### src/rtl/inertial_integrator_cal_pkg.sv
// Shared types and helpers for the pitch integrator.
//   integ_state_t  : RUN (integrate + fuse) / CAL (average gyro rate to find offset)
//   AZ_OFFSET_DEF  : default accelerometer Z offset
//   RT_OFFSET_DEF  : default gyro offset, restored on every reset
//   sat()          : clamp a signed value to a signed range of the given width
package inertial_pkg;

  typedef enum logic {RUN = 1'b0, CAL = 1'b1} integ_state_t;

  localparam logic [15:0] AZ_OFFSET_DEF = 16'hFE80;
  localparam logic [15:0] RT_OFFSET_DEF = 16'h03C2;

  function automatic logic signed [63:0] sat(input logic signed [63:0] value, input int width);
    logic signed [63:0] hi;
    logic signed [63:0] lo;
    hi = (64'sd1 <<< (width - 1)) - 64'sd1;
    lo = -hi - 64'sd1;
    if (value > hi) return hi;
    if (value < lo) return lo;
    return value;
  endfunction

endpackage

### src/rtl/inertial_integrator_cal_if.sv
// Sensor-side / controller-side bundle of the pitch integrator.
//   master : drives vld, ptch_rt, AZ, cal_start; observes ptch, rt_offset, cal_busy, cal_done
//   slave  : the integrator itself
interface inertial_integrator_cal_if #(
  parameter int RT_W = 16
);
  logic                   vld;
  logic signed [RT_W-1:0] ptch_rt;
  logic signed [RT_W-1:0] AZ;
  logic                   cal_start;
  logic signed [RT_W-1:0] ptch;
  logic signed [RT_W-1:0] rt_offset;
  logic                   cal_busy;
  logic                   cal_done;

  modport master (
    output vld, ptch_rt, AZ, cal_start,
    input  ptch, rt_offset, cal_busy, cal_done
  );

  modport slave (
    input  vld, ptch_rt, AZ, cal_start,
    output ptch, rt_offset, cal_busy, cal_done
  );
endinterface

### src/rtl/inertial_integrator_cal_rate_offset_cal.sv
// Gyro offset calibration engine: sums 2**CAL_LOG2 rate samples and returns
// their floor average.
//   clk, rst_n : clock, async active-low reset
//   clr        : clear accumulator and sample counter
//   vld        : sample valid (already gated to the calibration window)
//   ptch_rt    : signed gyro rate sample
//   avg        : floor average including the current sample
//   avg_vld    : high on the final sample of the window (avg meaningful then)
module rate_offset_cal #(
  parameter int RT_W     = 16,
  parameter int CAL_LOG2 = 8
) (
  input  logic                   clk,
  input  logic                   rst_n,
  input  logic                   clr,
  input  logic                   vld,
  input  logic signed [RT_W-1:0] ptch_rt,
  output logic signed [RT_W-1:0] avg,
  output logic                   avg_vld
);
  localparam int AW = RT_W + CAL_LOG2;

  logic signed [AW-1:0]  cal_acc_q, cal_acc_d, acc_next;
  logic [CAL_LOG2-1:0]   cal_cnt_q, cal_cnt_d;

  always_comb begin
    acc_next  = cal_acc_q + AW'(ptch_rt);
    // Final sample is folded in combinationally so the average is ready on
    // the same edge that closes the window.
    avg_vld   = vld && (cal_cnt_q == '1);
    avg       = RT_W'(acc_next >>> CAL_LOG2);
    cal_acc_d = cal_acc_q;
    cal_cnt_d = cal_cnt_q;
    if (clr) begin
      cal_acc_d = '0;
      cal_cnt_d = '0;
    end else if (vld) begin
      cal_acc_d = acc_next;
      cal_cnt_d = cal_cnt_q + 1'b1;
    end
  end

  always_ff @(posedge clk or negedge rst_n) begin
    if (!rst_n) begin
      cal_acc_q <= '0;
      cal_cnt_q <= '0;
    end else begin
      cal_acc_q <= cal_acc_d;
      cal_cnt_q <= cal_cnt_d;
    end
  end
endmodule

### src/rtl/inertial_integrator_cal.sv
// Complementary-filter pitch integrator with on-demand gyro offset calibration.
// Integrates offset-compensated pitch rate on each vld, leaks the integral by
// +/-FUSION_STEP toward the accelerometer pitch, and saturates instead of wrapping.
//   clk, rst_n : clock, async active-low reset
//   bus.vld, bus.ptch_rt, bus.AZ, bus.cal_start : sensor samples and cal request
//   bus.ptch      : fused pitch (integrator integer part)
//   bus.rt_offset : gyro offset in use
//   bus.cal_busy  : high while calibrating
//   bus.cal_done  : one-cycle pulse when a new offset is loaded
module inertial_integrator_cal
  import inertial_pkg::*;
#(
  parameter int              RT_W          = 16,
  parameter int              INT_FRAC      = 11,
  parameter logic [RT_W-1:0] AZ_OFFSET     = AZ_OFFSET_DEF,
  parameter logic [RT_W-1:0] RT_OFFSET_RST = RT_OFFSET_DEF,
  parameter int              ACC_GAIN      = 327,
  parameter int              ACC_SHIFT     = 13,
  parameter int              FUSION_STEP   = 1024,
  parameter int              CAL_LOG2      = 8
) (
  input  logic                       clk,
  input  logic                       rst_n,
  inertial_integrator_cal_if.slave   bus
);
  localparam int IW = RT_W + INT_FRAC;
  localparam int PW = RT_W + 33;

  integ_state_t           state_q, state_d;
  logic signed [IW-1:0]   integ_q, integ_d;
  logic signed [RT_W-1:0] rt_offset_q, rt_offset_d;
  logic                   cal_done_q, cal_done_d;

  logic signed [RT_W:0]   rt_c, az_c;
  logic signed [PW-1:0]   prod, shifted;
  logic signed [RT_W-1:0] acc_p, ptch;
  logic signed [IW+1:0]   fus, sum;
  logic signed [RT_W-1:0] avg;
  logic                   avg_vld, cal_clr, cal_vld;

  assign ptch    = integ_q[IW-1:INT_FRAC];
  assign cal_clr = (state_q == RUN) && bus.cal_start;
  assign cal_vld = (state_q == CAL) && bus.vld;

  rate_offset_cal #(.RT_W(RT_W), .CAL_LOG2(CAL_LOG2)) u_cal (
    .clk     (clk),
    .rst_n   (rst_n),
    .clr     (cal_clr),
    .vld     (cal_vld),
    .ptch_rt (bus.ptch_rt),
    .avg     (avg),
    .avg_vld (avg_vld)
  );

  // State register
  always_ff @(posedge clk or negedge rst_n) begin
    if (!rst_n) state_q <= RUN;
    else        state_q <= state_d;
  end

  // Next state: cal_start is ignored once calibrating
  always_comb begin
    state_d = state_q;
    case (state_q)
      RUN:     if (bus.cal_start) state_d = CAL;
      CAL:     if (avg_vld)       state_d = RUN;
      default: state_d = RUN;
    endcase
  end

  // FSM outputs
  always_comb begin
    bus.cal_busy = (state_q == CAL);
  end

  // Fusion datapath: both differences in RT_W+1 bits so they cannot overflow
  always_comb begin
    rt_c    = $signed({bus.ptch_rt[RT_W-1], bus.ptch_rt}) - $signed({rt_offset_q[RT_W-1], rt_offset_q});
    az_c    = $signed({bus.AZ[RT_W-1], bus.AZ}) - $signed({AZ_OFFSET[RT_W-1], AZ_OFFSET});
    prod    = PW'(az_c) * PW'(ACC_GAIN);
    shifted = prod >>> ACC_SHIFT;
    acc_p   = RT_W'(sat(64'(shifted), RT_W));
    // A tie pulls the integral down.
    fus     = (acc_p > ptch) ? (IW+2)'(FUSION_STEP) : -((IW+2)'(FUSION_STEP));
    sum     = (IW+2)'(integ_q) - (IW+2)'(rt_c) + fus;
  end

  always_comb begin
    integ_d     = integ_q;
    rt_offset_d = rt_offset_q;
    cal_done_d  = 1'b0;
    case (state_q)
      RUN: begin
        // Entering calibration clears the integral even if a sample arrives.
        if (bus.cal_start)  integ_d = '0;
        else if (bus.vld)   integ_d = IW'(sat(64'(sum), IW));
      end
      CAL: begin
        integ_d = '0;
        if (avg_vld) begin
          rt_offset_d = avg;
          cal_done_d  = 1'b1;
        end
      end
      default: integ_d = '0;
    endcase
  end

  always_ff @(posedge clk or negedge rst_n) begin
    if (!rst_n) begin
      integ_q     <= '0;
      rt_offset_q <= RT_OFFSET_RST;
      cal_done_q  <= 1'b0;
    end else begin
      integ_q     <= integ_d;
      rt_offset_q <= rt_offset_d;
      cal_done_q  <= cal_done_d;
    end
  end

  assign bus.ptch      = ptch;
  assign bus.rt_offset = rt_offset_q;
  assign bus.cal_done  = cal_done_q;
endmodule
### src/flat_wrapper.sv
// flat-port wrapper written by rule: the top's interface ports become plain ports
module inertial_integrator_cal_flat import inertial_pkg::*;
#(
  parameter int              RT_W          = 16,
  parameter int              INT_FRAC      = 11,
  parameter logic [RT_W-1:0] AZ_OFFSET     = AZ_OFFSET_DEF,
  parameter logic [RT_W-1:0] RT_OFFSET_RST = RT_OFFSET_DEF,
  parameter int              ACC_GAIN      = 327,
  parameter int              ACC_SHIFT     = 13,
  parameter int              FUSION_STEP   = 1024,
  parameter int              CAL_LOG2      = 8
)
  (clk, rst_n, bus_vld, bus_ptch_rt, bus_AZ, bus_cal_start, bus_ptch, bus_rt_offset, bus_cal_busy, bus_cal_done);
  inertial_integrator_cal_if #(.RT_W(RT_W)) bus_i ();
  input  logic clk;
  input  logic rst_n;
  input wire logic [$bits(bus_i.vld)-1:0] bus_vld;
  input wire logic [$bits(bus_i.ptch_rt)-1:0] bus_ptch_rt;
  input wire logic [$bits(bus_i.AZ)-1:0] bus_AZ;
  input wire logic [$bits(bus_i.cal_start)-1:0] bus_cal_start;
  output wire logic [$bits(bus_i.ptch)-1:0] bus_ptch;
  output wire logic [$bits(bus_i.rt_offset)-1:0] bus_rt_offset;
  output wire logic [$bits(bus_i.cal_busy)-1:0] bus_cal_busy;
  output wire logic [$bits(bus_i.cal_done)-1:0] bus_cal_done;
  assign bus_i.vld = bus_vld;
  assign bus_i.ptch_rt = bus_ptch_rt;
  assign bus_i.AZ = bus_AZ;
  assign bus_i.cal_start = bus_cal_start;
  assign bus_ptch = bus_i.ptch;
  assign bus_rt_offset = bus_i.rt_offset;
  assign bus_cal_busy = bus_i.cal_busy;
  assign bus_cal_done = bus_i.cal_done;
  inertial_integrator_cal #(.RT_W(RT_W), .INT_FRAC(INT_FRAC), .AZ_OFFSET(AZ_OFFSET), .RT_OFFSET_RST(RT_OFFSET_RST), .ACC_GAIN(ACC_GAIN), .ACC_SHIFT(ACC_SHIFT), .FUSION_STEP(FUSION_STEP), .CAL_LOG2(CAL_LOG2)) u_core (.clk(clk), .rst_n(rst_n), .bus(bus_i));
endmodule
### config.mk
export PLATFORM = sky130hd
export DESIGN_NAME = inertial_integrator_cal_flat
export DESIGN_NICKNAME = d
export VERILOG_FILES = /design/src/rtl/inertial_integrator_cal_pkg.sv /design/src/rtl/inertial_integrator_cal_if.sv /design/src/rtl/inertial_integrator_cal_rate_offset_cal.sv /design/src/rtl/inertial_integrator_cal.sv /design/src/flat_wrapper.sv
export SDC_FILE = /design/constraint.sdc
export NUM_CORES = 1
export LEC_CHECK = 0
export ABC_AREA = 1
export CELL_PAD_IN_SITES_DETAIL_PLACEMENT = 0
export CELL_PAD_IN_SITES_GLOBAL_PLACEMENT = 1
export CORE_MARGIN = 4
export CORE_UTILIZATION = 41
export CTS_CLUSTER_DIAMETER = 100
export DETAILED_ROUTE_END_ITERATION = 8
export GPL_TIMING_DRIVEN = 0
export HOLD_SLACK_MARGIN = 0.02
export PLACE_DENSITY = 0.84
export SKIP_CTS_REPAIR_TIMING = 1
export SLEW_MARGIN = 20
export SYNTH_ARGS = -nofsm -noshare
export SYNTH_HDL_FRONTEND = slang
export SYNTH_SLANG_ARGS = --single-unit
### constraint.sdc
create_clock -name clk -period 4.53 [get_ports clk]
set_input_delay 1.359 -clock clk [delete_from_list [all_inputs] [get_ports clk]]
set_output_delay 1.359 -clock clk [all_outputs]
set_load 0.03 [all_outputs]
# ---- After elaboration in Yosys (flattened, before gate mapping)
# Index checks and enable logic that the tools add are counted.
dict set report word_totals {
  ff_bits 77
  input_bits 36
  out_inout_bits 34
  word_cells 59
}
dict set report op_classes {
  n_addsub 6
  n_mul 1
  order_cmp 5
  n_eq_ne 2
  n_mux 33
  bitwise 1
  reduce_logical 5
}
# operator count
set ops {}
lappend ops {{$mux 27} 6}
lappend ops {{$mux 16} 4}
lappend ops {{$pmux 27 s2} 1}
lappend ops {{$mux 24} 2}
lappend ops {{$add 28x29->29} 1}
lappend ops {{$gt 29x27->1 const B} 1}
lappend ops {{$lt 29x27->1 const B} 1}
lappend ops {{$mux 29} 1}
lappend ops {{$sub 27x17->28} 1}
lappend ops {{$mul 17x10->27 const B} 1}
lappend ops {{$add 24x16->24} 1}
lappend ops {{$sub 16x10->17 const B} 1}
lappend ops {{$sub 16x16->17} 1}
lappend ops {{$gt 14x16->1 const B} 1}
lappend ops {{$gt 16x16->1} 1}
lappend ops {{$lt 14x16->1 const B} 1}
lappend ops {{$mux 1} 16}
lappend ops {{$mux 8} 2}
lappend ops {{$add 8x1->8 const B} 1}
lappend ops {{$eq 8x8->1 const B} 1}
lappend ops {{$logic_and 1x1->1} 3}
lappend ops {{$ne 3x3->1 const B} 1}
lappend ops {{$pmux 1 s2} 1}
lappend ops {{$reduce_and 2->1} 1}
lappend ops {{other kinds (2)} 2}

# ---- Longest topological paths before layout
# Gate-level depths: netlist (run 1).
dict set report depth {
  depth_word 24
  mapped_depth 54
}

# ---- By module
# From an unflattened synthesis (run 1), not the netlist that was laid out.
dict set report unflattened {
  hier_cells 1669
  hier_area_um2 11841.4
}
# module n_inst cells_each area_each_um2
set modules_own_cells {}
lappend modules_own_cells {inertial_integrator_cal 1 1164 8717.1}
lappend modules_own_cells {rate_offset_cal 1 505 3124.2}

# ---- Least setup slack after synthesis (run 1)
# OpenSTA, ideal clock, no wires.
dict set report synth_timing {
  path_type {in2reg}
  start {in bus_AZ[7]}
  end {reg u_core.integ_q[5]}
  setup_time_ps 125
  t_arrival_ps 9727
  path_slack_ps -5322
  path_stages 47
  cell_sequence {inv_1 > ha_1 > nand3b_1 > nor2_1 > nand2_1 > xor2_1 > ha_1 > ha_1 > fa_1 > fa_1 > inv_1 > fa_1 > inv_1 > ha_1 > nand2_1 > nor2_1 > inv_1 > nor3_1 > [... 11 more ...] > inv_1 > fa_1 > fa_1 > inv_1 > ha_1 > nand2_1 > inv_1 > a21oi_1 > nand2_1 > a21oi_1 > nand2_1 > nand2_1 > nand2_2 > inv_2 > nand2_4 > buf_12 > nand3_1 > nand3_1}
}
dict set report synth_via {
  elab_chain_len 21
  word_cells_on_any_way 30
  classes_between {add/sub: 2; mul: 1; order compare: 5; mux: 22}
}
# element line_no
set synth_rtl {}
lappend synth_rtl {{start, declared} flat_wrapper.sv:19} ;# input wire logic [$bits(bus_i.AZ)-1:0] bus_AZ;
lappend synth_rtl {{$sub 16x10->17 (*)} inertial_integrator_cal.sv:79} ;# az_c = $signed({bus.AZ[RT_W-1], bus.AZ}) - $signed({AZ_OFFSET[RT_W-1], AZ_OFFSET});
lappend synth_rtl {{$mul 17x10->27 (*)} inertial_integrator_cal.sv:80} ;# prod = PW'(az_c) * PW'(ACC_GAIN);
lappend synth_rtl {{$lt 14x16->1} inertial_integrator_cal_pkg.sv:19} ;# if (value < lo) return lo;
lappend synth_rtl {{$mux 1 (2 in series)} inertial_integrator_cal_pkg.sv:19}
lappend synth_rtl {{$mux 16} inertial_integrator_cal_pkg.sv:20} ;# return value;
lappend synth_rtl {{$mux 16 (*)} inertial_integrator_cal_pkg.sv:19}
lappend synth_rtl {{$gt 16x16->1 (*)} inertial_integrator_cal.sv:84} ;# fus = (acc_p > ptch) ? (IW+2)'(FUSION_STEP) : -((IW+2)'(FUSION_STEP));
lappend synth_rtl {{$mux 29 (*)} inertial_integrator_cal.sv:84}
lappend synth_rtl {{[... 4 more ...]} n/a}
lappend synth_rtl {{$mux 1} inertial_integrator_cal.sv:96} ;# else if (bus.vld) integ_d = IW'(sat(64'(sum), IW));
lappend synth_rtl {{$mux 1} inertial_integrator_cal.sv:95} ;# if (bus.cal_start) integ_d = '0;
lappend synth_rtl {{$mux 1} inertial_integrator_cal.sv:92} ;# case (state_q)
lappend synth_rtl {{$mux 27} inertial_integrator_cal_pkg.sv:20}
lappend synth_rtl {{$mux 27 (*)} inertial_integrator_cal_pkg.sv:19}
lappend synth_rtl {{$mux 27 (*)} inertial_integrator_cal.sv:96}
lappend synth_rtl {{$mux 27 (*)} inertial_integrator_cal.sv:95}
lappend synth_rtl {{$pmux 27 s2 (*)} inertial_integrator_cal.sv:92}
lappend synth_rtl {{end signal, assigned} inertial_integrator_cal.sv:115} ;# integ_q <= integ_d;
lappend synth_rtl {{end, declared} inertial_integrator_cal.sv:30} ;# logic signed [IW-1:0] integ_q, integ_d;
# Every way passes the cells marked *; elsewhere a longest branch is shown, timed or not. The select of a mux whose other input is x is not followed.
# A chain may end at the register's enable or synchronous reset.

# ---- Worst setup path in the final report (run 1)
dict set report layout_timing {
  start {in bus_AZ[13]}
  end {reg u_core.integ_q[21]}
}
# The elaborated chain is that of the path after synthesis.

==> out/results.tsv, run 1 <==
stage	metric	value	unit
routing	DRT Pass-1 Iters	5	
synth	Synth Area in Adders	32.8	%
worst_setup_path	Req. time, crit path	4.77	ns
floorplanning	die width	176	um
synth	post-synthesis mux area share	0	%
synth	simple-gate share of the synthesized area	24.3	%
global_route	initial antenna violation count	0	
floorplanning	IO Count	70	
synth	post-synthesis xor/xnor area fraction	3.79	%
global_route	first-pass GRT wire length	51300	um
floorplanning	Initial Util	41.5	%
min_path	Hold Crit Class	reg2reg	
cells_and_area	Final Cell Area	14900	um2
synth	syn nets	1859	
synth	leading area contributor after synthesis	ha_1	
synth	Ys Warns	0	
sta	crit path time final	9.79	ns
cells_and_area	number of fillers in the final layout	2676	
cells_and_area	fin nets	1990	
worst_setup_path	crit path kind	in2reg	
sta	RSZ-0062 raised after global routing	true	
synth	Synth Flop Type	dfrtp_1	
worst_setup_path	CP max FO	8	
global_route	vias in the first global route	10100	
clocking	CTS root buffer	clkbuf_16	
synth	Netlist Area Pre-Place	11500	um2
placement	HPWL Detailed	26500	um
synth	ranking of synthesized cells by area	ha_1 (17%), dfrtp_1 (16%), fa_1 (15%)	
clocking	clk slew on worst S/H paths	0.07	ns
sta	Fin Hold WS	0.487	ns
synth	syn_area_per_cell	7.33	um2
synth	Synth top area share	17.3	%
sta	Final period util	216	%
worst_setup_path	element type at the critical path start	input port	
placement	placed inst area	13200	um2
worst_setup_path	CP max stage delay	0.59	ns
synth	largest family of logic cells by synthesized area	adder cells	
status	failing checks	setup timing	
sta	clock skew	0.00920	ns
clocking	CTS Buffer Depth	2	
routing	total number of vias	10300	
floorplanning	row cnt	61	
sta	fin worst setup slack	-5.26	ns
sta	Slew HR	31.2	%
synth	ys async rst share	100	%
clocking	Max H-tree Level	3	
synth	distinct cell type count after synthesis	46	
global_route	pin count of the biggest net entering global routing	56	
sta	final hold violation count	0	
synth	Synth Area in Compound Gates	9.75	%
power	PD cells	732	nW/um2
routing	final wirelength	33000	um
cells_and_area	diode count	0	
clocking	clk_lat worst skew	0.35	ns
synth	sequential-to-total area share from yosys stat	16.7	%
power	Total Power	0.0109	W
worst_setup_path	Worst setup EP type	flip-flop	
floorplanning	core region area	27800	um2
sta	Max Fclk	0.102	GHz
placement	Port Buffers	69	
floorplanning	Die Area	30900	um2
cells_and_area	Core Util, Final	53.7	%
worst_setup_path	crit path DAT	10.02	ns
synth	Post-synth EDFFs	0	
power	LEAKAGE	7.54	nW
synth	Yosys reg bits	77	
placement	RD Place Congestion	0.914	
clocking	TritonCTS Buffers	9	
sta	Least-Margin Pin Slew	1.03	ns
clocking	# clock sinks	77	
routing	WL/cell	15.8	um
status	status	finished with violations	
power	Peak VDD IR	0.452	mV
cells_and_area	Area growth syn-to-layout	29.2	%
routing	DRC errors left	0	
global_route	total global-route track usage	20.4	%
global_route	grt total ovfl	0	
routing	Initial DRC Count	514	
synth	Synth Instances	1574	
worst_setup_path	CP max-delay cell	fa_2	
routing	vias per std cell	4.95	
cells_and_area	layout cells sized above 1	21.2	%
sta	final setup fails	27	
sta	Slew Limit Fails	0	
floorplanning	Die H	176	um
clocking	TritonCTS clock tree	yes	
sta	setup TNS	-140.66	ns
routing	number of routed nets with antenna violations	0	
flow_run	Max Cap Viol	0	
-- placed cells by master, fill, tap and decap left out, types with 48 or more instances in the layout --
cell / synthesis / layout
a21oi_1: 85 / 70
buf_4: 19 / 61
clkdlybuf4s50_1: 0 / 62
dfrtp_1: 72 / 72
fa_1: 89 / 81
ha_1: 160 / 127
inv_1: 321 / 297
nand2_1: 346 / 296
nand3_1: 103 / 62
nor2_1: 111 / 91
o21ai_0: 55 / 48
-- worst paths after layout --
path                       cells past startpoint          startpoint  slack [ns]                 endpoint
setup / recovery                              45          bus_AZ[13]       -5.26       u_core.integ_q[21]
hold / removal                                 2   u_core.integ_q[1]        0.49        u_core.integ_q[1]
setup reg to reg                              26  u_core.integ_q[14]       -0.26       u_core.integ_q[21]
hold reg to reg                                2   u_core.integ_q[1]        0.49        u_core.integ_q[1]
max in group asynchronous                      2               rst_n        2.96  u_core.bus.rt_offset[9]
min in group asynchronous                      1               rst_n        0.92        u_core.integ_q[4]
-- stage by stage --
stage | cells | setup WS (ns)
final | 2088 | -5.26
after detailed placement | 2022 | -6.84
after floorplan | 1574 | -4.60
after global routing | 2088 | -5.65
after CTS | 2038 | -6.49
after global placement | 2021 | -6.79
-- where the power goes --
group / total (W) / internal (W) / leakage (nW) / switching [W]
combinational: 0.00923 / 0.00381 / 6.42 / 0.00541
clock: 0.000767 / 0.000447 / 0.153 / 0.000320
sequential: 0.000924 / 0.000829 / 0.966 / 0.0000942
total: 0.0109 / 0.00509 / 7.54 / 0.00583
-- layout make-up --
cell class	instances	area, um2	share of cell area, %
inverter	326	1260	8.46
clock buffer	10	239	1.60
multi-input combinational	1139	9520	63.8
buffer	32	241	1.62
tap	378	473	3.17
timing repair buffer	119	1170	7.82
clock inverter	6	70.1	0.470
sequential	77	1930	13.0
timing repair inverter	1	16.3	0.109
-- routing by layer --
metal / track usage (%) / part of all wire, % / up-vias
li1: - / - / 5234
met1: 28.9 / 48 / 4910
met2: 33.7 / 48 / 145
met3: 3.08 / 3.2 / 37
met4: 3.57 / 1.5 / 0
met5: 0 / 0 / -
-- state kept, by name, indices dropped and copies added, names as in the netlist --
register	flops
u_core.bus.cal_busy	1
u_core.bus.cal_done	1
u_core.bus.rt_offset	16
u_core.integ_q	27
u_core.u_cal.cal_acc_q	24
u_core.u_cal.cal_cnt_q	8
-- Yosys cell counts (7+ instances only) --
cell	instances
nor3_1	18
nor2_1	111
buf_4	19
o21bai_1	13
dfrtp_1	72
a21o_1	12
clkbuf_1	7
xor2_1	28
nand3_1	103
a31oi_1	7
o21ai_0	55
inv_1	321
xnor2_1	22
fa_1	89
or2_2	8
nand2_1	346
nand2_2	13
nand3_2	13
nand4_1	13
a21oi_1	85
ha_1	160
-- worst max-delay path: cells and delay by family --
kind,cells,cell delay (ns)
AOI/OAI and AO/OA,4,0.47
adders and majority gates,10,4.09
buffers and inverters,8,1.44
and+or+nand+nor,23,2.64
-- logic make-up after synthesis --
logic type,after synthesis
AOI/OAI and AO/OA,197
DFF,77
and+or+nand+nor,643
xor gates and xnor gates,50
adders and majority gates,249
buffers and inverters,358
No activity file was read; power rests on OpenSTA's default activity.
==> run 2, diff against run 1 <==
- CORE_MARGIN: 4 -> 8
==> run 2 against run 1 <==
The run still ends with setup timing left. Highest routed layer unchanged. Sequential share of layout area up 0.34 points. Largest cell class unchanged. Utilization fell by 1.4 points. Wire length down 0.81%.
==> out/results.tsv, run 2 (synthesis gave the netlist of run 1 again) <==
stage	metric	value	unit
sta	Fin Hold WS	0.488	ns
routing	vias per std cell	5.00	
floorplanning	die width	184	um
cells_and_area	non-filler cells, final	2081	
worst_setup_path	Req. time, crit path	4.82	ns
sta	Slew HR	30.2	%
floorplanning	Initial Util	41.5	%
sta	fin worst setup slack	-5.25	ns
clocking	clk_lat worst skew	0.35	ns
power	PD cells	691	nW/um2
min_path	Hold Crit Class	reg2reg	
worst_setup_path	crit path DAT	10.07	ns
sta	Max Fclk	0.102	GHz
global_route	met3 Use GR	2.81	%
clocking	TritonCTS Buffers	9	
cells_and_area	fin nets	1983	
status	status	finished with violations	
power	Peak VDD IR	0.327	mV
placement	HPWL Detailed	26500	um
clocking	clk slew on worst S/H paths	0.07	ns
clocking	TritonCTS clock tree	yes	
floorplanning	row cnt	61	
routing	DRC errors left	0	
global_route	pin count of the biggest net entering global routing	45	
global_route	met2 Use GR	30.9	%
global_route	met1 Resource Use GR	26.0	%
global_route	grt total ovfl	0	
sta	setup TNS	-140.15	ns
sta	crit path time final	9.78	ns
placement	RD Place Congestion	0.896	
clocking	CTS root buffer	clkbuf_16	
cells_and_area	most frequent cells in the layout	nand2_1 (326), inv_1 (303), ha_1 (127)	
worst_setup_path	critical path buffer and inverter count	13	
floorplanning	Die H	184	um
worst_setup_path	most frequent CP cell	inv_2	
placement	Port Buffers	69	
sta	Slew Limit Fails	0	
sta	RSZ-0062 raised after global routing	true	
cells_and_area	Area growth syn-to-layout	25.9	%
worst_setup_path	crit path kind	in2reg	
cells_and_area	largest reg by FF count	u_core.integ_q	
global_route	vias in the first global route	10100	
sta	Least-Margin Pin Slew	1.04	ns
global_route	first-pass GRT wire length	50900	um
worst_setup_path	delay-heaviest family, CP	adder cells	
clocking	# clock sinks	77	
worst_setup_path	CP max-delay cell	fa_2	
sta	clock skew	0.00962	ns
clocking	Max H-tree Level	3	
routing	Initial DRC Count	518	
placement	Place WS	-6.74	ns
routing	WL/cell	15.7	um
power	LEAKAGE	7.42	nW
floorplanning	IO Count	70	
routing	DRT Pass-1 Iters	6	
sta	final hold violation count	0	
global_route	busiest grt layer	met2	
routing	final wirelength	32700	um
status	failing checks	setup timing	
worst_setup_path	Worst setup EP type	flip-flop	
floorplanning	Die Area	33800	um2
placement	placed cell count	2022	
worst_setup_path	CP max FO	8	
global_route	initial antenna violation count	0	
cells_and_area	layout cells sized above 1	17.7	%
cells_and_area	max reg flops	27	
global_route	total global-route track usage	18.7	%
worst_setup_path	element type at the critical path start	input port	
clocking	CTS Buffer Depth	2	
cells_and_area	diode count	0	
routing	total number of vias	10400	
floorplanning	core region area	27800	um2
sta	final setup fails	27	
sta	Final period util	216	%
cells_and_area	commonest non-fill, non-tap cell in the layout	nand2_1	
flow_run	Max Cap Viol	0	
routing	number of routed nets with antenna violations	0	
worst_setup_path	CP max stage delay	0.58	ns
==> run 2: cell count changes in the layout (fill, tap and decap cells not counted), moves of 3 or more <==
cell	change
buf_4	-6
nor2_1	+8
buf_6	-3
nand2_2	-21
inv_1	+6
nand2_4	-7
nor2_4	-7
fa_2	-4
a21oi_4	-5
inv_2	-3
nand2_1	+30
a21oi_2	+4
fa_1	+4
==> run 2: final timing paths <==
check	slack, ns	to	cells past startpoint	start
worst min-delay path	0.49	u_core.u_cal.cal_acc_q[19]	2	u_core.u_cal.cal_acc_q[19]
max in group asynchronous	2.88	u_core.bus.rt_offset[9]	2	rst_n
worst max-delay path	-5.25	u_core.integ_q[23]	46	bus_AZ[11]
worst max register to register	-0.20	u_core.integ_q[23]	25	u_core.integ_q[14]
worst min register to register	0.49	u_core.u_cal.cal_acc_q[19]	2	u_core.u_cal.cal_acc_q[19]
min in group asynchronous	0.98	u_core.u_cal.cal_cnt_q[7]	1	rst_n
==> run 2: layer usage <==
layer	vias up	part of all wire, %
li1	5216	-
met1	5009	49
met2	163	47
met3	19	3.2
met4	0	0.98
met5	-	0
==> run 2: layout make-up <==
cell class                      count  area (um2)
Buffer                             32         241
Clock buffer                        9         225
Clock inverter                      7        75.1
Fill cell                        2696       13200
Inverter                          326        1250
Multi-Input combinational cell   1139        9210
Sequential cell                    77        1930
Tap cell                          378         473
Timing Repair Buffer              112        1120
Timing Repair inverter              1        11.3
==> run 2: stage by stage <==
stage	util [%]	instance area (um2)	total power, W
floorplan	-	12000	0.00653
global placement	47.4	13200	0.00798
detailed placement	47.5	13200	0.00807
CTS	48.6	13500	0.00888
global route	52.3	14500	0.0111
finish	52.3	14500	0.0100
==> run 2: power by group <==
part	leakage, nW	switching, W	internal [W]	total (W)
clock network	0.150	0.000325	0.000430	0.000755
registers	0.966	0.0000931	0.000829	0.000922
logic	6.30	0.00493	0.00343	0.00836
total	7.42	0.00535	0.00469	0.0100
==> run 2: worst reg2reg max path: stages, from the launching register on <==
cell	delay, ns
dfrtp_1	0.43
inv_1	0.11
ha_1	0.32
nand2_1	0.14
o21bai_1	0.14
a21oi_2	0.10
o21ai_2	0.16
nand3_1	0.10
o211ai_1	0.11
bufinv_8	0.26
buf_12	0.14
fa_2	0.58
inv_2	0.05
fa_2	0.57
ha_4	0.22
a21o_1	0.18
nor2_2	0.11
nand2_1	0.07
a21oi_2	0.11
nand3_1	0.12
nand2_4	0.14
nand3_4	0.16
buf_8	0.24
nand2_4	0.05
inv_2	0.04
nand2_2	0.04
==> run 3, diff against run 2 <==
- CORE_UTILIZATION: 41 -> 46
- PLACE_DENSITY: 0.84 -> 0.89
- clock period: 4.53 -> 9.4 ns (I/O delays scaled with it)
==> run 3 against run 2 <==
The run still ends with setup timing left. Non-clock buffer count shrank 1. Final area shrank 0.18%. Clock power shrank 48%. Die area shrank 9.9%. Via count shrank 0.43%. Wire length shrank 1.6%. Sequential share of layout area is essentially flat. Total power shrank 51%. Register-to-register slack gained 4.8 ns. First-iteration DRC count grew 1.7%. Sequential power shrank 52%. Sequential cell count is the same. Critical endpoint is now u_core.integ_q[13]. Largest power group unchanged. Highest routed layer unchanged.
==> out/results.tsv, run 3 (synthesis gave the netlist of run 1 again) <==
stage	metric	value	unit
status	status	finished with violations	
status	failing checks	setup timing	
worst_setup_path	CP max-delay cell	fa_1	
clocking	TritonCTS Buffers	9	
power	LEAKAGE	7.42	nW
routing	number of routed nets with antenna violations	0	
sta	Max Fclk	0.0879	GHz
cells_and_area	commonest non-fill, non-tap cell in the layout	nand2_1	
cells_and_area	diode count	0	
routing	Initial DRC Count	527	
clocking	CTS root buffer	clkbuf_16	
global_route	pin count of the biggest net entering global routing	53	
cells_and_area	Core Util, Final	58.3	%
floorplanning	row cnt	58	
routing	final wirelength	32200	um
floorplanning	Initial Util	46.4	%
floorplanning	IO Count	70	
worst_setup_path	Worst setup EP type	flip-flop	
global_route	vias in the first global route	10300	
floorplanning	die width	174	um
cells_and_area	largest reg by FF count	u_core.integ_q	
global_route	total global-route track usage	20.8	%
sta	Slew Limit Fails	0	
floorplanning	core region area	24900	um2
cells_and_area	fin nets	1982	
cells_and_area	non-filler cells, final	2032	
floorplanning	Die Area	30400	um2
worst_setup_path	CP max stage delay	0.58	ns
worst_setup_path	crit path from	bus_AZ[7]	
sta	Least-Margin Pin Slew	1.01	ns
routing	DRT Pass-1 Iters	5	
cells_and_area	most frequent cells in the layout	nand2_1 (324), inv_1 (302), ha_1 (129)	
power	Total Power	0.00492	W
sta	Slew HR	32.4	%
clocking	Max H-tree Level	3	
global_route	first-pass GRT wire length	51800	um
clocking	TritonCTS clock tree	yes	
cells_and_area	layout cells sized above 1	16.9	%
worst_setup_path	r2r startpoint	u_core.integ_q[14]	
global_route	grt total ovfl	0	
sta	Final period util	121	%
flow_run	Max Cap Viol	0	
worst_setup_path	Req. time, crit path	9.63	ns
sta	final setup fails	27	
min_path	HP Start	u_core.u_cal.cal_acc_q[19]	
worst_setup_path	worst reg2reg setup slack	4.61	ns
placement	Port Buffers	69	
clocking	clk slew on worst S/H paths	0.06	ns
routing	DRC errors left	0	
power	Peak VDD IR	0.171	mV
global_route	initial antenna violation count	0	
cells_and_area	max reg flops	27	
worst_setup_path	crit path kind	in2reg	
power	PD cells	339	nW/um2
worst_setup_path	crit path DAT	11.61	ns
routing	vias per std cell	5.10	
routing	total number of vias	10400	
routing	WL/cell	15.8	um
min_path	Hold Crit Class	reg2reg	
floorplanning	Die H	174	um
cells_and_area	number of fillers in the final layout	2253	
cells_and_area	Area growth syn-to-layout	25.7	%
placement	HPWL Detailed	26200	um
worst_setup_path	element type at the critical path start	input port	
clocking	clk_lat worst skew	0.35	ns
sta	fin worst setup slack	-1.98	ns
worst_setup_path	CP max FO	8	
clocking	CTS Buffer Depth	2	
sta	clock skew	0.0133	ns
sta	crit path time final	11.38	ns
sta	final hold violation count	0	
placement	placed cell count	1974	
sta	RSZ-0062 raised after global routing	true	
clocking	# clock sinks	77	
placement	RD Place Congestion	0.914	
-- run 3: path summary, 6_finish.rpt --
kind                                               to  depth (start not counted)
max reg2reg                        u_core.integ_q[13]                         26
min                        u_core.u_cal.cal_acc_q[19]                          2
min in group asynchronous   u_core.u_cal.cal_cnt_q[7]                          1
max                                u_core.integ_q[13]                         48
max in group asynchronous     u_core.bus.rt_offset[9]                          2
min reg2reg                u_core.u_cal.cal_acc_q[19]                          2
-- run 3: final cells by class --
class,instances,area (um2),area share [%]
multi-input combinational,1139,9200,63.4
sequential,77,1930,13.3
inverter,326,1250,8.62
timing repair buffer,111,1130,7.82
tap,330,413,2.85
buffer,32,246,1.70
clock buffer,10,229,1.58
clock inverter,6,88.8,0.612
timing repair inverter,1,17.5,0.121
-- run 3: worst max-delay path, delay by kind of cell --
kind	cells	cell delay (ns)
adders and majority gates	11	4.11
AOI/OAI and AO/OA	7	1.13
and+or+nand+nor	16	1.74
buffers and inverters	12	1.41
xor gates and xnor gates	2	0.37
-- run 3: power by group --
part           total (W)  switching, W  internal (W)
Sequential      0.000444     0.0000446      0.000400
Combinational    0.00408       0.00239       0.00169
Clock           0.000390      0.000157      0.000233
Total            0.00492       0.00259       0.00233
-- run 3: metal layers --
metal	wire length, um	GRT usage [%]	vias up
met3	1420	3.60	45
met1	15300	28.3	4883
met4	619	4.42	0
met5	0	0	-
met2	14900	34.1	210
li1	-	-	5224
-- run 3: stage by stage --
stage	area, um2	setup slack (ns)	hold WS [ns]	TNS, ns
floorplan	12000	-1.19	0.449	-31.18
global placement	13100	-3.11	0.467	-81.79
detailed placement	13100	-3.14	0.470	-82.77
CTS	13500	-2.82	0.488	-73.51
global route	14500	-2.37	0.497	-62.99
finish	14500	-1.98	0.483	-52.08
